<file path="src/rtl/key_report_framer.sv">
// key_report_framer: queues key/LR events and frames each one as a 6-byte report.
// Ports: clk_sys/rst (async, active-high); key_instruct_valid/key_instruct and
// key_status_valid/key_lr_status event inputs; tx_data/tx_valid/tx_ready byte
// stream; fifo_overflow drop pulse; drop_cnt saturating drop counter.
module key_report_framer #(
  parameter int         FIFO_DEPTH = 8,
  parameter logic [7:0] HEAD0      = 8'hEB,
  parameter logic [7:0] HEAD1      = 8'h90,
  parameter logic [7:0] TYPE_KEY   = 8'h01,
  parameter logic [7:0] TYPE_LR    = 8'h02
) (
  input  logic        clk_sys,
  input  logic        rst,
  input  logic        key_instruct_valid,
  input  logic [15:0] key_instruct,
  input  logic        key_status_valid,
  input  logic        key_lr_status,
  output logic [7:0]  tx_data,
  output logic        tx_valid,
  input  logic        tx_ready,
  output logic        fifo_overflow,
  output logic [15:0] drop_cnt
);
  localparam int AW = $clog2(FIFO_DEPTH);
  typedef enum logic {IDLE, SEND} state_t;
  state_t      r_state, w_state_nxt;
  logic [16:0] r_mem [FIFO_DEPTH];
  logic [AW:0] r_wptr, r_rptr;
  logic        r_pend_v, r_pend_d;
  logic [16:0] r_frame;
  logic [2:0]  r_idx, w_idx_nxt;
  logic        r_ovf;
  logic [15:0] r_drop;
  logic        w_empty, w_full, w_wr, w_pop, w_drop;
  logic [16:0] w_wdata;
  logic [7:0]  w_type, w_chk;
  assign w_empty = r_wptr == r_rptr;
  assign w_full  = (r_wptr[AW] != r_rptr[AW]) && (r_wptr[AW-1:0] == r_rptr[AW-1:0]);
  // Write source priority: key strobe, then the deferred L/R event, then a fresh L/R strobe.
  assign w_wr    = key_instruct_valid | r_pend_v | key_status_valid;
  assign w_wdata = key_instruct_valid ? {1'b0, key_instruct}
                                      : {1'b1, 15'b0, r_pend_v ? r_pend_d : key_lr_status};
  // Fullness is judged at the start of the cycle, so a same-cycle pop cannot save a write.
  assign w_drop  = w_wr & w_full;
  assign w_pop   = (r_state == IDLE) & ~w_empty;
  assign w_type  = r_frame[16] ? TYPE_LR : TYPE_KEY;
  assign w_chk   = w_type + r_frame[15:8] + r_frame[7:0];
  assign tx_valid = r_state == SEND;
  assign tx_data  = !tx_valid    ? 8'h00 :
                    r_idx == 3'd0 ? HEAD0 :
                    r_idx == 3'd1 ? HEAD1 :
                    r_idx == 3'd2 ? w_type :
                    r_idx == 3'd3 ? r_frame[15:8] :
                    r_idx == 3'd4 ? r_frame[7:0] : w_chk;
  assign fifo_overflow = r_ovf;
  assign drop_cnt      = r_drop;
  always_comb begin
    w_state_nxt = r_state;
    w_idx_nxt   = r_idx;
    if (r_state == IDLE) begin
      w_idx_nxt = 3'd0;
      if (!w_empty) w_state_nxt = SEND;
    end else if (tx_ready) begin
      w_idx_nxt = r_idx + 3'd1;
      if (r_idx == 3'd5) w_state_nxt = IDLE;
    end
  end
  always_ff @(posedge clk_sys or posedge rst) begin
    if (rst) begin
      for (int i = 0; i < FIFO_DEPTH; i++) r_mem[i] <= '0;
      r_wptr   <= '0;
      r_rptr   <= '0;
      r_pend_v <= 1'b0;
      r_pend_d <= 1'b0;
      r_frame  <= '0;
      r_idx    <= '0;
      r_state  <= IDLE;
      r_ovf    <= 1'b0;
      r_drop   <= '0;
    end else begin
      if (w_wr && !w_full) begin
        r_mem[r_wptr[AW-1:0]] <= w_wdata;
        r_wptr <= r_wptr + 1'b1;
      end
      if (w_pop) begin
        r_frame <= r_mem[r_rptr[AW-1:0]];
        r_rptr  <= r_rptr + 1'b1;
      end
      // A key strobe defers any L/R event; otherwise the pending slot drains and only
      // refills if a new L/R strobe arrives in the same cycle it drains.
      r_pend_v <= key_instruct_valid ? (key_status_valid | r_pend_v) : (r_pend_v & key_status_valid);
      r_pend_d <= key_status_valid ? key_lr_status : r_pend_d;
      r_ovf    <= w_drop;
      r_drop   <= (w_drop && r_drop != 16'hFFFF) ? r_drop + 16'd1 : r_drop;
      r_state  <= w_state_nxt;
      r_idx    <= w_idx_nxt;
    end
  end
endmodule

</file>
<file path="config.mk">
export PLATFORM = sky130hd
export DESIGN_NAME = key_report_framer
export DESIGN_NICKNAME = d
export VERILOG_FILES = /design/src/rtl/key_report_framer.sv
export SDC_FILE = /design/constraint.sdc
export NUM_CORES = 1
export LEC_CHECK = 0
export ABC_AREA = 0
export ABC_CLOCK_PERIOD_IN_PS = 15100
export CORE_MARGIN = 10
export CORE_UTILIZATION = 47
export CTS_BUF_LIST = sky130_fd_sc_hd__clkbuf_8
export CTS_CLUSTER_SIZE = 28
export DETAILED_ROUTE_END_ITERATION = 8
export PLACE_DENSITY = 0.7
export SLEW_MARGIN = 20
export SYNTH_ARGS = -nofsm -noshare
export SYNTH_HDL_FRONTEND = slang
export SYNTH_SLANG_ARGS = --single-unit
</file>
<file path="constraint.sdc">
create_clock -name clk_sys -period 15.1 [get_ports clk_sys]
set_input_delay 3.02 -clock clk_sys [delete_from_list [all_inputs] [get_ports clk_sys]]
set_output_delay 3.02 -clock clk_sys [all_outputs]
set_load 0.005 [all_outputs]
</file>
; ---- After elaboration in Yosys (flattened, before gate mapping)
; Cells that the tools add are included.
[totals]
register_bits = 184
output_inout_bits = 26
word_cells = 74
input_bits = 22
[op_classes]
n_reduce_logical = 6
n_lt_le_gt_ge = 3
n_bitwise = 10
muxes = 22
add_sub_neg = 6
n_eq_ne = 10
[op_table]
columns = operator, n
row1 = 136-bit bitwise mux, 1
row2 = 17-bit two-way mux, 4
row3 = 17-bit binary-select mux with 3-bit select, 1
row4 = 17-bit demux with 3-bit select, 1
row5 = 8-bit two-way mux, 6
row6 = 16-bit by 1-bit adder with 16-bit output (second input constant), 1
row7 = 16-bit inequality test (second input constant), 1
row8 = 2-bit by 8-bit adder with 8-bit output, 1
row9 = 4-bit by 1-bit adder with 4-bit output (second input constant), 2
row10 = 8-bit adder, 1
row11 = 4-bit greater-or-equal comparator (second input constant), 2
row12 = 3-bit inverter with 4-bit output, 2
row13 = 3-bit by 2-bit equality test with 1-bit output (second input constant), 2
row14 = 3-bit equality test (second input constant), 2
row15 = 1-bit two-way mux, 6
row16 = 3-bit two-way mux, 2
row17 = 4-bit equality test, 1
row18 = 1-bit logical AND, 4
row19 = 4-bit by 1-bit < comparator with 1-bit output (second input constant), 1
row20 = 3-bit by 1-bit adder with 3-bit output (second input constant), 1
row21 = 1-bit AND, 3
row22 = 3-bit by 1-bit equality test with 1-bit output (second input constant), 1
row23 = 3-bit equality test, 1
row24 = 3-bit logical NOT, 1
row25 = other kinds (6), 9

; ---- Logic depth before layout (Yosys ltp)
[depth]
depth_word = 9
mapped_depth = 10
ltp_nobuf = 10

; ---- Worst setup path after synthesis
; Ideal clock, no wire load.
[synth_timing]
kind = reg-to-output
start = register r_frame[1]
end = output port tx_data[7]
required_time_ns = 12.080
arrival_ns = 2.343
setup_slack_ns = 9.737
path_stages_with_launch = 10
n_path_buf = 0
cell_sequence = dfrtp_1 fa_1 ha_1 inv_1 fa_1 nor2b_1 o31a_1 mux2i_1 a21oi_1 nor3b_1
[synth_between]
elab_chain_cells = 7
[synth_rtl]
columns = element, line
row1 = start: declaration, 30  ; logic [16:0] r_frame;
row2 = start signal: assignment, 86  ; r_frame <= r_mem[r_rptr[AW-1:0]];
row3 = 8-bit adder, 47  ; assign w_chk = w_type + r_frame[15:8] + r_frame[7:0];
row4 = 8-bit two-way mux, 54  ; r_idx == 3'd4 ? r_frame[7:0] : w_chk;
row5 = 8-bit two-way mux, 53  ; r_idx == 3'd3 ? r_frame[15:8] :
row6 = 8-bit two-way mux, 52  ; r_idx == 3'd2 ? w_type :
row7 = 8-bit two-way mux, 51  ; r_idx == 3'd1 ? HEAD1 :
row8 = 8-bit two-way mux, 50  ; r_idx == 3'd0 ? HEAD0 :
row9 = 8-bit two-way mux, 49  ; assign tx_data = !tx_valid ? 8'h00 :
row10 = end: declaration, 18  ; output logic [7:0] tx_data,
; No other way between the ends.

; ---- Worst setup path in the final report
; Same ends and word-level chain as after synthesis.

==> flow_metrics.tcl <==
set metrics [dict create \
    status "finished clean" \
    vias 5986 \
    hold_violations 0 \
    cts_made_buffers 17 \
    syn_area_per_cell_um2 11.0 \
    slew_viol_final 0 \
    start_util_pct 48.3 \
    p_seq_share_pct 37.8 \
    worstMarginPinSlew_ns 1.02 \
    synth_ff_type "dfrtp_1" \
    p_per_area_nw_per_um2 225 \
    clk_pin_slew_ns 0.10 \
    grt_max_degree 102 \
    hold_depth 2 \
    period_minus_slack_ns 6.56 \
    switching_share_pct 39.5 \
    cp.arrival_ns 3.54 \
    ys_async_sr_fraction_pct 100 \
    cts_max_level 4 \
    synth_cell_type_count 56 \
    crit_chain "fa_1 > ha_1 > inv_1 > fa_1 > nor2b_1 > o31a_1 > mux2i_1 > a21oi_1 > nor3b_1 > clkdlybuf4s50_1" \
    tns_ns 0 \
    die-area_um2 24600 \
    min_path_type "reg -> reg" \
    timing.slew.headroom_pct 32.0 \
    die_h_um 157 \
    cts_tree "yes" \
    drive_gt1_share_pct 12.6 \
    ys_ff_latch 184 \
    finalCritPeriodShare_pct 43.4 \
    multi_input_area_um2 3920 \
    mostFrequentLayoutCells "183 x dfrtp_1, 160 x nand2_1, 139 x o21ai_0, 47 x clkdlybuf4s50_1, 34 x mux4_2" \
    synth_edf_count 0 \
    postCtsSetupBuffers 0 \
    viasPerCell 5.60 \
    gp_congestion 0.836 \
    power_switching_mw 0.872 \
    cp_max_fo 3 \
    critPathTopFamily "adder cells" \
    fillers 1615 \
    setup_viol 0 \
    yosys-top-cells-area "dfrtp_1 52%, mux4_2 8.7%, o21ai_0 7.9%" \
    grt_pass1_wl_um 31100 \
    final_area_um2 9810 \
    antenna_left 0 \
    dpl_cell_area_um2 9400 \
    reg2regPathDepth 5 \
    synth_top_cell_by_area "dfrtp_1" \
    die_w_um 157 \
    grt_util_all_layers_pct 15.9 \
    yosysWarnings 0 \
    root_buffer "clkbuf_8" \
    clkPwrFrac_pct 15.5 \
    synth_nets 847 \
    p_leak_nw 4.32 \
    final_common_cell "dfrtp_1" \
    rsz0062_at_grt "false" \
    cts_buffer_depth 2 \
    criticalPathCategory "reg -> out" \
    gr-total-overflow 0 \
    ir_drop_mv 0.0997 \
    wire_per_inst_um 17.7 \
    port_buffers 47 \
    insertedDiodeCount 0 \
    crit_path_end_kind "output port" \
    cp_common_cell "fa_1" \
    regArea_um2 4610 \
    cpPeakStageDelay_ns 0.56 \
    antenna_found_initial 0 \
    internal-power_mw 1.33 \
    core_um2 18200 \
    drv_cap 0 \
    nets 870 \
    cp-start-kind "register" \
    p_comb_share_pct 46.7 \
    slowest_stage "fa_1" \
    cts-hold-fix-buffers 0 \
    syn2layout_area_growth_pct 11.5 \
    dp_hpwl_um 12100 \
    routed_wl_um 18900 \
    grt_pass1_vias 5914 \
    cp.depth 10 \
    syn-cell-area_um2 8800 \
    seq_area_frac_synth_pct 52.3 \
    fin_util_pct 53.9 \
    max_freq_mhz 152 \
    critPathBufInv 2 \
    drtIter0Drc 356 \
    drc_errors 0 \
    clock_latency_ns 0.47 \
    fin_skew_ns 0.0213 \
    cts.repair.resized 0 \
    cts_sinks 184 \
    synth_top_area_share_pct 52.3 \
    crit_required_ns 12.08 \
    synthCells 803 \
    regToRegSetupSlack_ns 11.79 \
    rows 49 \
    drtPass1Iterations 5 \
    ios 48 \
]
[flip-flops by register name, indices dropped and copies added (netlist names)]
register	count
drop_cnt	16
fifo_overflow	1
r_frame	17
r_idx	3
r_mem	136
r_pend_d	1
r_pend_v	1
r_rptr	4
r_wptr	4
tx_valid	1
[cell type report]
class                      instances  share of cell area [%]
inverter                          13                   0.548
clock inverter                    14                    1.66
clock buffer                      18                    2.52
timing repair buffer              55                    5.44
sequential                       184                    46.9
multi-input combinational        555                    40.0
tap                              229                    2.92
[worst register-to-register path, delay by kind of cell (launching register included)]
kind | cells | cell delay, ns
simple gates | 1 | 0.82
compound gates | 1 | 0.68
xor+xnor | 1 | 0.24
mux | 1 | 0.52
buf+inv | 1 | 0.60
flops | 1 | 0.35
[cells by family after synthesis]
kind of cell | Yosys count | share of synthesized area [%]
simple gates | 242 | 12.9
compound gates | 192 | 11.8
flops | 184 | 52.3
mux | 71 | 13.1
buf+inv | 64 | 3.34
xor+xnor | 27 | 2.94
fa+ha+maj | 23 | 3.50
[Yosys cell counts (all sizes together), types with 2 or more instances]
| master | n |
|---|---|
| nand4 | 10 |
| inv | 13 |
| nor4 | 11 |
| and2 | 2 |
| nor2 | 25 |
| and4 | 3 |
| nand2 | 161 |
| nand4b | 3 |
| a21o | 2 |
| xor2 | 13 |
| nor2b | 4 |
| o21a | 3 |
| buf | 25 |
| mux2i | 23 |
| o31ai | 2 |
| mux4 | 34 |
| a211oi | 3 |
| a41oi | 3 |
| nor3 | 5 |
| o21ai | 140 |
| xnor2 | 14 |
| fa | 3 |
| o211a | 2 |
| mux2 | 14 |
| nand2b | 2 |
| nand3 | 9 |
| nor3b | 4 |
| a21oi | 27 |
| ha | 19 |
| clkbuf | 26 |
| a31oi | 2 |
| dfrtp | 184 |
[layer usage]
| layer | global-route usage [%] | vias up | share of wire, % |
|---|---|---|---|
| met5 | 0 | - | 0 |
| met4 | 6.11 | 0 | 1.9 |
| met1 | 21.0 | 2956 | 46 |
| met2 | 25.4 | 124 | 48 |
| met3 | 2.80 | 23 | 3.9 |
| li1 | - | 2883 | - |
[stage by stage]
step | total power, mW | cells | setup slack (ns) | hold slack (ns)
2_1_floorplan | 1.58 | 803 | 7.08 | 0.444
3_3_place_gp | 1.85 | 1036 | 9.00 | 0.456
3_5_place_dp | 1.88 | 1036 | 8.92 | 0.465
4_1_cts | 2.22 | 1068 | 8.50 | 0.486
5_1_grt | 2.38 | 1068 | 8.22 | 0.501
6_report | 2.21 | 1068 | 8.54 | 0.483
[path summary, 6_finish.rpt]
| kind | start | endpoint |
|---|---|---|
| setup / recovery | r_frame[1]$_DFFE_PP0P_ | tx_data[7] |
| hold / removal | r_mem[21]$_DFFE_PP0P_ | r_mem[21]$_DFFE_PP0P_ |
| setup reg to reg | r_rptr[0]$_DFFE_PP0P_ | r_mem[51]$_DFFE_PP0P_ |
| hold reg to reg | r_mem[21]$_DFFE_PP0P_ | r_mem[21]$_DFFE_PP0P_ |
| max in group asynchronous | rst | r_mem[30]$_DFFE_PP0P_ |
| min in group asynchronous | rst | r_idx[0]$_DFFE_PP0P_ |
[power by group through the flow]
stage | clock (mW) | combinational [mW] | sequential, mW
floorplan | 0 | 0.790 | 0.787
global placement | 0 | 1.01 | 0.836
finish | 0.341 | 1.03 | 0.835
global route | 0.369 | 1.15 | 0.858
CTS | 0.348 | 1.04 | 0.835
detailed placement | 0 | 1.03 | 0.845
(Power assumes the default switching activity.)
